<file path="src/rtl/core_reg_writeback_pkg.sv">
// Shared types for the register-file write side: word/register widths, the
// buffered load entry and the write-source select used by core_reg_writeback.
package core_reg_writeback_pkg;

  localparam int NUM_GPREGS = 32;
  localparam int WORD_W     = 32;

  typedef logic [WORD_W-1:0]             word;
  typedef logic [$clog2(NUM_GPREGS)-1:0] reg_num;

  typedef struct packed {
    reg_num r;
    word    value;
  } wb_entry;

  typedef enum logic [1:0] {
    SRC_NONE,
    SRC_ALU,
    SRC_LOAD,
    SRC_BYPASS
  } wb_src_e;

endpackage

</file>
<file path="src/rtl/core_reg_writeback_if.sv">
// ALU, load, hazard-query and file write-port signals of the writeback block.
// slave = writeback block, master = surrounding core / environment.
interface core_reg_writeback_if;
  import core_reg_writeback_pkg::*;

  logic   alu_valid;
  reg_num alu_r;
  word    alu_value;
  logic   alu_file;
  logic   alu_stall;

  logic   mem_valid;
  logic   mem_ready;
  reg_num mem_r;
  word    mem_value;

  reg_num hz_r;
  logic   hz_busy;

  logic   wr_enable;
  logic   wr_enable_file;
  reg_num wr_r;
  word    wr_value;
  word    wr_current;

  modport slave (
    input  alu_valid, alu_r, alu_value, alu_file, mem_valid, mem_r, mem_value, hz_r,
    output alu_stall, mem_ready, hz_busy, wr_enable, wr_enable_file, wr_r, wr_value, wr_current
  );

  modport master (
    output alu_valid, alu_r, alu_value, alu_file, mem_valid, mem_r, mem_value, hz_r,
    input  alu_stall, mem_ready, hz_busy, wr_enable, wr_enable_file, wr_r, wr_value, wr_current
  );

endinterface

</file>
<file path="src/rtl/core_reg_wb_fifo.sv">
// Load result FIFO with wrap-bit pointers; exports per-slot valid bits and the
// raw storage so the parent can run the decode hazard compare.
module core_reg_wb_fifo
  import core_reg_writeback_pkg::*;
#(
  parameter int DEPTH = 4
) (
  input  logic             clk,
  input  logic             rst_n,
  input  logic             push_i,
  input  logic             pop_i,
  input  logic             flush_i,
  input  wb_entry          data_i,
  output wb_entry          head_o,
  output logic             full_o,
  output logic             empty_o,
  output logic [DEPTH-1:0] valid_o,
  output wb_entry          entries_o [DEPTH]
);

  localparam int AW = $clog2(DEPTH);

  logic [AW:0] wr_ptr_q, wr_ptr_d, rd_ptr_q, rd_ptr_d, count;
  logic        push_ok, pop_ok;
  wb_entry     mem_q [DEPTH];

  assign full_o  = (wr_ptr_q[AW] != rd_ptr_q[AW]) && (wr_ptr_q[AW-1:0] == rd_ptr_q[AW-1:0]);
  assign empty_o = (wr_ptr_q == rd_ptr_q);
  assign count   = wr_ptr_q - rd_ptr_q;
  assign push_ok = push_i && !full_o;
  assign pop_ok  = pop_i && !empty_o;

  // NOTE: every signal assigned in always_comb gets a default first so no latch is inferred.
  always_comb begin
    wr_ptr_d = wr_ptr_q;
    rd_ptr_d = rd_ptr_q;
    if (flush_i) begin
      wr_ptr_d = '0;
      rd_ptr_d = '0;
    end else begin
      if (push_ok) wr_ptr_d = wr_ptr_q + (AW+1)'(1);
      if (pop_ok)  rd_ptr_d = rd_ptr_q + (AW+1)'(1);
    end
  end

  // NOTE: sequential state uses non-blocking assignments so all flops update together at the edge.
  always_ff @(posedge clk or negedge rst_n) begin
    if (!rst_n) begin
      wr_ptr_q <= '0;
      rd_ptr_q <= '0;
    end else begin
      wr_ptr_q <= wr_ptr_d;
      rd_ptr_q <= rd_ptr_d;
    end
  end

  // NOTE: storage is not reset; the pointers alone decide which slots hold meaningful data.
  always_ff @(posedge clk) begin
    if (push_ok && !flush_i) mem_q[wr_ptr_q[AW-1:0]] <= data_i;
  end

  for (genvar i = 0; i < DEPTH; i++) begin : g_valid
    localparam logic [AW-1:0] IDX = AW'(i);
    logic [AW-1:0] offset;
    assign offset     = IDX - rd_ptr_q[AW-1:0];
    assign valid_o[i] = ({1'b0, offset} < count);
  end

  assign head_o    = mem_q[rd_ptr_q[AW-1:0]];
  assign entries_o = mem_q;

endmodule

</file>
<file path="src/rtl/core_reg_writeback.sv">
// Register-file write port: ALU results win each cycle, buffered loads fill idle slots.
// Define CORE_REG_WB_BYPASS_EN to let a load into an idle, empty block skip the FIFO.
module core_reg_writeback
  import core_reg_writeback_pkg::*;
#(
  parameter int LOAD_DEPTH = 4,
  parameter int STARVE_MAX = 8
) (
  input  logic                 clk,
  input  logic                 rst_n,
  input  logic                 flush_i,
  core_reg_writeback_if.slave  wb
);

  localparam logic [7:0] AGE_MAX = 8'(STARVE_MAX);
  localparam logic [7:0] AGE_ARM = 8'(STARVE_MAX - 1);

  wb_entry                head, entries [LOAD_DEPTH];
  logic [LOAD_DEPTH-1:0]  valid;
  logic                   full, empty, mem_ready, push_acc, bypass, pop, hz_busy;
  wb_src_e                src;

  logic       en_q, en_d, file_q, file_d, stall_q, stall_d;
  reg_num     r_q, r_d;
  word        value_q, value_d;
  logic [7:0] age_q, age_d;

  // Ready depends on registered fullness and flush only, never on mem_valid.
  assign mem_ready = !full && !flush_i;
  assign push_acc  = wb.mem_valid && mem_ready;
  assign pop       = !wb.alu_valid && !empty && !flush_i;

`ifdef CORE_REG_WB_BYPASS_EN
  assign bypass = push_acc && empty && !wb.alu_valid;
`else
  assign bypass = 1'b0;
`endif

  core_reg_wb_fifo #(.DEPTH(LOAD_DEPTH)) u_fifo (
    .clk       (clk),
    .rst_n     (rst_n),
    .push_i    (push_acc && !bypass),
    .pop_i     (pop),
    .flush_i   (flush_i),
    .data_i    ('{r: wb.mem_r, value: wb.mem_value}),
    .head_o    (head),
    .full_o    (full),
    .empty_o   (empty),
    .valid_o   (valid),
    .entries_o (entries)
  );

  always_comb begin
    src = SRC_NONE;
    if (wb.alu_valid)  src = SRC_ALU;
    else if (pop)      src = SRC_LOAD;
    else if (bypass)   src = SRC_BYPASS;
  end

  always_comb begin
    en_d    = 1'b1;
    file_d  = 1'b1;
    r_d     = r_q;
    value_d = value_q;
    unique case (src)
      SRC_ALU:    begin file_d = wb.alu_file; r_d = wb.alu_r; value_d = wb.alu_value; end
      SRC_LOAD:   begin r_d = head.r;   value_d = head.value;   end
      SRC_BYPASS: begin r_d = wb.mem_r; value_d = wb.mem_value; end
      default:    begin en_d = 1'b0; file_d = 1'b0; end
    endcase
  end

  // Starvation: a full FIFO whose head keeps losing to the ALU eventually throttles it.
  always_comb begin
    age_d = age_q;
    if (flush_i || pop || !full) age_d = '0;
    else if (age_q < AGE_MAX)    age_d = age_q + 8'd1;
    stall_d = full && !pop && !flush_i && (age_q >= AGE_ARM);
  end

  always_ff @(posedge clk or negedge rst_n) begin
    if (!rst_n) begin
      en_q    <= 1'b0;
      file_q  <= 1'b0;
      r_q     <= '0;
      value_q <= '0;
      age_q   <= '0;
      stall_q <= 1'b0;
    end else begin
      en_q    <= en_d;
      file_q  <= file_d;
      r_q     <= r_d;
      value_q <= value_d;
      age_q   <= age_d;
      stall_q <= stall_d;
    end
  end

  always_comb begin
    hz_busy = 1'b0;
    for (int i = 0; i < LOAD_DEPTH; i++) begin
      if (valid[i] && (entries[i].r == wb.hz_r)) hz_busy = 1'b1;
    end
  end

  assign wb.mem_ready      = mem_ready;
  assign wb.alu_stall      = stall_q;
  assign wb.hz_busy        = hz_busy;
  assign wb.wr_enable      = en_q;
  assign wb.wr_enable_file = file_q;
  assign wb.wr_r           = r_q;
  assign wb.wr_value       = value_q;
  assign wb.wr_current     = value_q;

  a_no_alu_while_stalled: assert property (@(posedge clk) disable iff (!rst_n)
    !(wb.alu_valid && wb.alu_stall));

endmodule

</file>
<file path="src/flat_wrapper.sv">
// flat-port wrapper written by rule: the top's interface ports become plain ports
module core_reg_writeback_flat import core_reg_writeback_pkg::*;
#(
  parameter int LOAD_DEPTH = 4,
  parameter int STARVE_MAX = 8
)
  (clk, rst_n, flush_i, wb_alu_valid, wb_alu_r, wb_alu_value, wb_alu_file, wb_mem_valid, wb_mem_r, wb_mem_value, wb_hz_r, wb_alu_stall, wb_mem_ready, wb_hz_busy, wb_wr_enable, wb_wr_enable_file, wb_wr_r, wb_wr_value, wb_wr_current);
  core_reg_writeback_if wb_i ();
  input  logic clk;
  input  logic rst_n;
  input  logic flush_i;
  input wire logic [$bits(wb_i.alu_valid)-1:0] wb_alu_valid;
  input wire logic [$bits(wb_i.alu_r)-1:0] wb_alu_r;
  input wire logic [$bits(wb_i.alu_value)-1:0] wb_alu_value;
  input wire logic [$bits(wb_i.alu_file)-1:0] wb_alu_file;
  input wire logic [$bits(wb_i.mem_valid)-1:0] wb_mem_valid;
  input wire logic [$bits(wb_i.mem_r)-1:0] wb_mem_r;
  input wire logic [$bits(wb_i.mem_value)-1:0] wb_mem_value;
  input wire logic [$bits(wb_i.hz_r)-1:0] wb_hz_r;
  output wire logic [$bits(wb_i.alu_stall)-1:0] wb_alu_stall;
  output wire logic [$bits(wb_i.mem_ready)-1:0] wb_mem_ready;
  output wire logic [$bits(wb_i.hz_busy)-1:0] wb_hz_busy;
  output wire logic [$bits(wb_i.wr_enable)-1:0] wb_wr_enable;
  output wire logic [$bits(wb_i.wr_enable_file)-1:0] wb_wr_enable_file;
  output wire logic [$bits(wb_i.wr_r)-1:0] wb_wr_r;
  output wire logic [$bits(wb_i.wr_value)-1:0] wb_wr_value;
  output wire logic [$bits(wb_i.wr_current)-1:0] wb_wr_current;
  assign wb_i.alu_valid = wb_alu_valid;
  assign wb_i.alu_r = wb_alu_r;
  assign wb_i.alu_value = wb_alu_value;
  assign wb_i.alu_file = wb_alu_file;
  assign wb_i.mem_valid = wb_mem_valid;
  assign wb_i.mem_r = wb_mem_r;
  assign wb_i.mem_value = wb_mem_value;
  assign wb_i.hz_r = wb_hz_r;
  assign wb_alu_stall = wb_i.alu_stall;
  assign wb_mem_ready = wb_i.mem_ready;
  assign wb_hz_busy = wb_i.hz_busy;
  assign wb_wr_enable = wb_i.wr_enable;
  assign wb_wr_enable_file = wb_i.wr_enable_file;
  assign wb_wr_r = wb_i.wr_r;
  assign wb_wr_value = wb_i.wr_value;
  assign wb_wr_current = wb_i.wr_current;
  core_reg_writeback #(.LOAD_DEPTH(LOAD_DEPTH), .STARVE_MAX(STARVE_MAX)) u_core (.clk(clk), .rst_n(rst_n), .flush_i(flush_i), .wb(wb_i));
endmodule
</file>
<file path="config.mk">
export PLATFORM = sky130hd
export DESIGN_NAME = core_reg_writeback_flat
export DESIGN_NICKNAME = d
export VERILOG_FILES = /design/src/rtl/core_reg_writeback_pkg.sv /design/src/rtl/core_reg_writeback_if.sv /design/src/rtl/core_reg_wb_fifo.sv /design/src/rtl/core_reg_writeback.sv /design/src/flat_wrapper.sv
export SDC_FILE = /design/constraint.sdc
export NUM_CORES = 1
export LEC_CHECK = 0
export CAP_MARGIN = 0
export CORE_ASPECT_RATIO = 2
export CORE_MARGIN = 2
export CORE_UTILIZATION = 40
export CTS_BUF_LIST = sky130_fd_sc_hd__clkbuf_8
export CTS_CLUSTER_DIAMETER = 100
export DETAILED_ROUTE_END_ITERATION = 6
export PLACE_DENSITY_LB_ADDON = 0.15
export RECOVER_POWER = 100
export SLEW_MARGIN = 20
export SYNTH_ARGS = -nofsm -noshare
export SYNTH_HDL_FRONTEND = slang
export SYNTH_HIERARCHICAL = 1
export SYNTH_SLANG_ARGS = --single-unit
</file>
<file path="constraint.sdc">
create_clock -name clk -period 6.3 [get_ports clk]
set_input_delay 1.26 -clock clk [delete_from_list [all_inputs] [get_ports clk]]
set_output_delay 1.26 -clock clk [all_outputs]
set_load 0.03 [all_outputs]
</file>
# After elaboration in Yosys (flattened, before gate mapping)
# Index checks and enable logic that the tools add are counted.
dict set report op_classes {
  bitwise 2
  muxes 22
  n_addsub 8
  n_lt_le_gt_ge 9
  reduce_logical 29
  n_eq_ne 10
}
# op count
set op_table {}
lappend op_table {{$bwmux 148} 1}
lappend op_table {{$mux 37} 3}
lappend op_table {{$pmux 32 s3} 1}
lappend op_table {{$bmux 37 s2} 1}
lappend op_table {{$demux 37 s2} 1}
lappend op_table {{$eq 5x5->1} 4}
lappend op_table {{$logic_and 1x1->1} 16}
lappend op_table {{$mux 8} 2}
lappend op_table {{$pmux 5 s3} 1}
lappend op_table {{$lt 2x3->1} 4}
lappend op_table {{$mux 3} 4}
lappend op_table {{$add 8x1->8 const B} 1}
lappend op_table {{$ge 8x3->1 const B} 1}
lappend op_table {{$lt 8x4->1 const B} 1}
lappend op_table {{$add 3x1->3 const B} 2}
lappend op_table {{$ge 3x3->1 const B} 2}
lappend op_table {{$not 2->3} 2}
lappend op_table {{$reduce_bool 2->1} 3}
lappend op_table {{$logic_not 1->1} 5}
lappend op_table {{$mux 1} 5}
lappend op_table {{$eq 2x2->1 const B} 2}
lappend op_table {{$mux 2} 2}
lappend op_table {{$sub 1x2->2 const A} 2}
lappend op_table {{$sub 2x2->2 const A} 2}
lappend op_table {{11 further kinds} 12}
dict set report word_totals {
  inputBits 85
  register_bits 202
  word_cells 96
}

# Depth between registers and ports, before layout
dict set report logic_depth {
  depth_word 9
  depth_mapped 13
}

# Hierarchy
# Netlist, hierarchy kept.
# module cells_each instances seq_area_each_um2 area_each_um2
set by_module_without_submodules {}
lappend by_module_without_submodules {core_reg_wb_fifo 276 1 4594.4 6067.1}
lappend by_module_without_submodules {core_reg_writeback 260 1 1201.2 2466.1}

# Least setup slack after synthesis
# No wires, ideal clock.
dict set report synth_timing {
  kind {register -> register}
  start {register u_core.u_fifo.rd_ptr_q[1]}
  end {register u_core.u_fifo.mem_q (netlist bit u_core/u_fifo/entries_o[111]), enable pin}
  stages_incl_launch_ff 13
  n_path_buf 3
  arrival_time_ns 4.926
  path_slack_ns 0.897
  setup_ns 0.477
  period_less_slack_ns 5.403
  cell_sequence {dfrtp_1 buf_2 inv_1 ha_1 nand2_1 buf_2 or2_4 inv_1 nor2_1 and2_1 clkbuf_1 nand2_1 nor3_1}
}
dict set report synth_between {
  elab_chain_cells 7
}
# element line
set synth_lines {}
lappend synth_lines {{start: declaration} core_reg_wb_fifo.sv:23} ;# logic [AW:0] wr_ptr_q, wr_ptr_d, rd_ptr_q, rd_ptr_d, count;
lappend synth_lines {{start signal: assignment} core_reg_wb_fifo.sv:53} ;# rd_ptr_q <= rd_ptr_d;
lappend synth_lines {{$eq 2x2->1} core_reg_wb_fifo.sv:27} ;# assign full_o = (wr_ptr_q[AW] != rd_ptr_q[AW]) && (wr_ptr_q[AW-1:0] == rd_ptr_q[AW-1:0]);
lappend synth_lines {{$logic_and 1x1->1} core_reg_wb_fifo.sv:27}
lappend synth_lines {{net u_core.full} core_reg_writeback.sv:20} ;# logic full, empty, mem_ready, push_acc, bypass, pop, hz_busy;
lappend synth_lines {{$logic_not 1->1} core_reg_writeback.sv:29} ;# assign mem_ready = !full && !flush_i;
lappend synth_lines {{$logic_and 1x1->1} core_reg_writeback.sv:29}
lappend synth_lines {{net wb_mem_ready} flat_wrapper.sv:21} ;# output wire logic [$bits(wb_i.mem_ready)-1:0] wb_mem_ready;
lappend synth_lines {{$logic_and 1x1->1} core_reg_writeback.sv:30} ;# assign push_acc = wb.mem_valid && mem_ready;
lappend synth_lines {{net u_core.push_acc} core_reg_writeback.sv:20}
lappend synth_lines {{$logic_and 1x1->1} core_reg_wb_fifo.sv:30} ;# assign push_ok = push_i && !full_o;
lappend synth_lines {{$logic_and 1x1->1} core_reg_wb_fifo.sv:59} ;# if (push_ok && !flush_i) mem_q[wr_ptr_q[AW-1:0]] <= data_i;
lappend synth_lines {{end signal: indexed assignment} core_reg_wb_fifo.sv:59}
lappend synth_lines {{end: declaration} core_reg_wb_fifo.sv:25} ;# wb_entry mem_q [DEPTH];
# The timed path passes the listed nets, and every way through them passes these cells.
# A chain may end at the register's enable or synchronous reset.

# Worst setup path after layout
dict set report layout_timing {
  start {register u_core.u_fifo.rd_ptr_q[1]}
  end {register u_core.u_fifo.mem_q (netlist bit u_core/u_fifo/entries_o[111]), enable pin}
}
dict set report layout_between {
  elab_chain_cells 7
}
# element line
set layout_lines {}
lappend layout_lines {{$eq 2x2->1} core_reg_wb_fifo.sv:27}
lappend layout_lines {{$logic_and 1x1->1} core_reg_wb_fifo.sv:27}
lappend layout_lines {{net u_core.full} core_reg_writeback.sv:20}
lappend layout_lines {{$logic_not 1->1} core_reg_writeback.sv:29}
lappend layout_lines {{$logic_and 1x1->1} core_reg_writeback.sv:29}
lappend layout_lines {{$logic_and 1x1->1} core_reg_writeback.sv:30}
lappend layout_lines {{net u_core.push_acc} core_reg_writeback.sv:20}
lappend layout_lines {{$logic_and 1x1->1} core_reg_wb_fifo.sv:30}
lappend layout_lines {{$logic_and 1x1->1} core_reg_wb_fifo.sv:59}
# The timed path passes the listed nets, and every way through them passes these cells.

==> impl_metrics.ini <==
[status]
status = finished, violations left
failed_checks = capacitance limit, slew limit

[pwr]
power.total_w = 0.003685
ir_worst_vdd_uv = 224.4
static-leakage-power_nw = 3.949
cellPowerDensity_nw_per_um2 = 342.7

[clock_network]
post_cts.repair.setup_buffers = 0
cts_resized = 0
cts.path.max_buffers = 3
cts_root_buffer = sky130_fd_sc_hd__clkbuf_8
htree_num_levels = 1
cts.reportedPaths.clkPinSlew_ps = 60
postCtsHoldBufs = 0
clk_latency_ps = 540
clkSinkCount = 202
cts_tree = done
numCtsBuffers = 29

[job]
cap_violations = 6

[global_route]
grt_use_total = 0.1758
first_global_vias = 5568
antenna_violations_before_repair = 6
grt_max_degree = 55
overflow = 0
grt_first_pass_wirelength_microns = 30300

[sta]
fmaxAchievable_mhz = 191.8
holdWs_ps = 472.4
report.final.hold_viol_count = 0
grt_setup_unrepaired = no
setup_viol_count_final = 0
timing.final.max_slew_violations = 253
layout_worst_path_cycle_share = 0.8278
finalCriticalPeriod_ps = 5215
worst_slew_margin_rel = -1.204
skew_ps = 13.45
tightestPinTransition_ps = 3306
fin_setup_tns_ps = 0

[drt]
postRouteWirelength_microns = 19440
num_vias = 5052
drt_initial_violations = 199
detail-route-antenna-nets = 0
dr.pass1.iters = 4
vias_per_cell = 5.208
routedWlPerCell_microns = 20.04
post-route-drc-count = 0

[yosys]
syn_area_per_cell_sq_um = 15.92
asyncSetResetFlopFracSynth = 0.2673
postSynthRegisterBits = 202
synthesis.nets = 637
syn_area_sq_um = 8533
seq_area_frac_synth = 0.6792
synth-warning-count = 6
number_of_enable_type_register_cells_in_the_synthesized_netlist = 148
synth_cell_types = 49
ys_dominant_reg_cell = sky130_fd_sc_hd__edfxtp_1
number_of_cells_produced_by_synthesis = 536

[placed_design]
gp_congestion = 0.7486
place_area_sq_um = 10160
dp.final_hpwl_microns = 12450
number_of_port_buffers = 158
post-place-cells = 914

[cells_and_area]
fin_nets = 777
drive_above_1_share = 0.1447
final-instance-count-excl-fill = 970
area.growth.synth_to_final_pct = 26.00
finish.instance_area_sq_um = 10750

[setup_path]
critical_path.max_stage_delay_ps = 1760
critical_setup_path_class = register to register
worst-r2r-cell-count = 11
critical_path_arrival_ps = 5320
crit_chain = buf_4, inv_1, ha_1, nand2_1, or2_0, inv_1, nor2_1, and2_0, nand2_1, nor3_1, clkbuf_1
slowest_stage = sky130_fd_sc_hd__clkbuf_1
critical_path_maximum_fanout = 41
critPathLaunchType = register
endpoint_required_time_on_the_critical_path_ps = 6400
worstSetupEndpointType = register

[floorplan]
fp.dieArea_sq_um = 22590
std_cell_rows = 75
placeableCoreArea_sq_um = 20930
dieHeight_microns = 210.6
die_w_microns = 107.3
ioPinCount = 159
initial_core_utilization = 0.4078

[min_path]
hold_path_class = register to register
worst_hold_path.num_cells = 2
report_power, final:
group          leakage (nW)  internal (W)  switching, W
logic                  1.61      0.000425      0.000612
registers              2.01       0.00152     0.0000514
clock network         0.330      0.000574      0.000499
total                  3.95       0.00252       0.00116
logic make-up after synthesis:
family | Yosys count | synth area share
simple gates | 134 | 0.07537
flops | 202 | 0.6792
compound gates | 54 | 0.04663
fa+ha+maj | 16 | 0.02434
mux | 40 | 0.1018
xor+xnor | 24 | 0.02683
buf+inv | 66 | 0.04589
per-stage QoR:
step | util | setup slack, ps
after detailed placement | 0.4857 | 1735
after global routing | 0.5138 | 521.0
after CTS | 0.5147 | 1197
after floorplan | - | 897.0
after global placement | 0.4857 | 1754
final | 0.5138 | 1085
cell usage after synthesis (2+ instances only):
library cell / instances / area, sq um
sky130_fd_sc_hd__o311ai_0: 3 / 26.28
sky130_fd_sc_hd__nand4_1: 3 / 18.77
sky130_fd_sc_hd__buf_4: 34 / 255.2
sky130_fd_sc_hd__mux4_2: 37 / 833.3
sky130_fd_sc_hd__o21ai_0: 4 / 20.02
sky130_fd_sc_hd__nor4_1: 4 / 25.02
sky130_fd_sc_hd__buf_1: 2 / 7.510
sky130_fd_sc_hd__nand3_1: 6 / 30.03
sky130_fd_sc_hd__edfxtp_1: 148 / 4444
sky130_fd_sc_hd__buf_2: 13 / 65.06
sky130_fd_sc_hd__nor3b_1: 4 / 30.03
sky130_fd_sc_hd__a31oi_1: 4 / 25.02
sky130_fd_sc_hd__clkbuf_1: 6 / 22.52
sky130_fd_sc_hd__xor2_1: 17 / 148.9
sky130_fd_sc_hd__a22oi_1: 37 / 277.8
sky130_fd_sc_hd__nor2_1: 7 / 26.28
sky130_fd_sc_hd__and2_1: 4 / 25.02
sky130_fd_sc_hd__xnor2_1: 6 / 52.55
sky130_fd_sc_hd__nor3_1: 2 / 10.01
sky130_fd_sc_hd__nor2b_1: 6 / 37.54
sky130_fd_sc_hd__dfrtp_1: 54 / 1351
sky130_fd_sc_hd__and3_1: 4 / 25.02
sky130_fd_sc_hd__nand2_1: 81 / 304.0
sky130_fd_sc_hd__mux2i_1: 2 / 20.02
sky130_fd_sc_hd__inv_1: 10 / 37.54
sky130_fd_sc_hd__ha_1: 15 / 187.7
area by class of cell:
| type | count | area, sq um |
|---|---|---|
| fill | 1787 | 10170 |
| sequential | 202 | 5801 |
| multi-input combinational | 268 | 2354 |
| timing repair buffer | 164 | 1605 |
| clock buffer | 30 | 412.9 |
| tap | 269 | 336.6 |
| clock inverter | 23 | 193.9 |
| inverter | 11 | 41.29 |
| antenna | 3 | 7.507 |
path summary, 6_finish.rpt:
kind	from	endpoint	slack [ps]
worst max-delay path	u_core/u_fifo/rd_ptr_q[1]	u_core/u_fifo/entries_o[111]	1090
worst min register to register	u_core/wb.wr_r[1]	u_core/wb.wr_r[1]	470
worst min-delay path	u_core/wb.wr_r[1]	u_core/wb.wr_r[1]	470
worst max register to register	u_core/u_fifo/rd_ptr_q[1]	u_core/u_fifo/entries_o[111]	1090
min in group asynchronous	rst_n	u_core/wb.wr_current[3]	1930
max in group asynchronous	rst_n	u_core/u_fifo/rd_ptr_q[0]	2050
critical path: cells and delay by family (launching register included):
family / cells / cell delay (ps)
and+or+nand+nor: 6 / 1350
DFF: 1 / 340
adders and majority gates: 1 / 390
buffers and inverters: 4 / 2650
state kept, by name, indices dropped and copies added, names as in the netlist:
| register | flops |
|---|---|
| u_core/wb.alu_stall | 1 |
| u_core/age_q | 8 |
| u_core/u_fifo/entries_o | 148 |
| u_core/wb.wr_r | 5 |
| u_core/u_fifo/rd_ptr_q | 3 |
| u_core/wb.wr_enable_file | 1 |
| u_core/wb.wr_current | 32 |
| u_core/u_fifo/wr_ptr_q | 3 |
| u_core/wb.wr_enable | 1 |
layout by cell type (no fill, tap or decap), types with 2 or more instances in the layout:
cell,n
sky130_fd_sc_hd__nor3b_1,4
sky130_fd_sc_hd__mux2i_1,2
sky130_fd_sc_hd__diode_2,3
sky130_fd_sc_hd__nor2_1,6
sky130_fd_sc_hd__nor4_1,4
sky130_fd_sc_hd__nor3_1,2
sky130_fd_sc_hd__a31oi_1,4
sky130_fd_sc_hd__clkbuf_1,3
sky130_fd_sc_hd__clkinv_2,10
sky130_fd_sc_hd__a22oi_1,37
sky130_fd_sc_hd__xnor2_1,6
sky130_fd_sc_hd__o311ai_0,3
sky130_fd_sc_hd__nand2_1,81
sky130_fd_sc_hd__mux4_2,37
sky130_fd_sc_hd__clkdlybuf4s50_1,45
sky130_fd_sc_hd__clkbuf_8,30
sky130_fd_sc_hd__and2_0,4
sky130_fd_sc_hd__inv_1,15
sky130_fd_sc_hd__edfxtp_1,148
sky130_fd_sc_hd__dlygate4sd3_1,111
sky130_fd_sc_hd__clkinvlp_4,3
sky130_fd_sc_hd__o21ai_0,4
sky130_fd_sc_hd__nor2b_1,6
sky130_fd_sc_hd__dfrtp_1,52
sky130_fd_sc_hd__bufinv_16,3
sky130_fd_sc_hd__nor2_4,2
sky130_fd_sc_hd__xor2_1,17
sky130_fd_sc_hd__nand3_1,6
sky130_fd_sc_hd__buf_4,3
sky130_fd_sc_hd__ha_1,15
sky130_fd_sc_hd__buf_2,2
sky130_fd_sc_hd__and3_1,4
sky130_fd_sc_hd__nand4_1,3
layer usage:
layer	track usage	part of all wire
met5	0	0.00067
met4	0.05956	0.025
met3	0.02814	0.043
met2	0.3422	0.58
met1	0.1865	0.35
No activity file was read; power rests on OpenSTA's default activity.
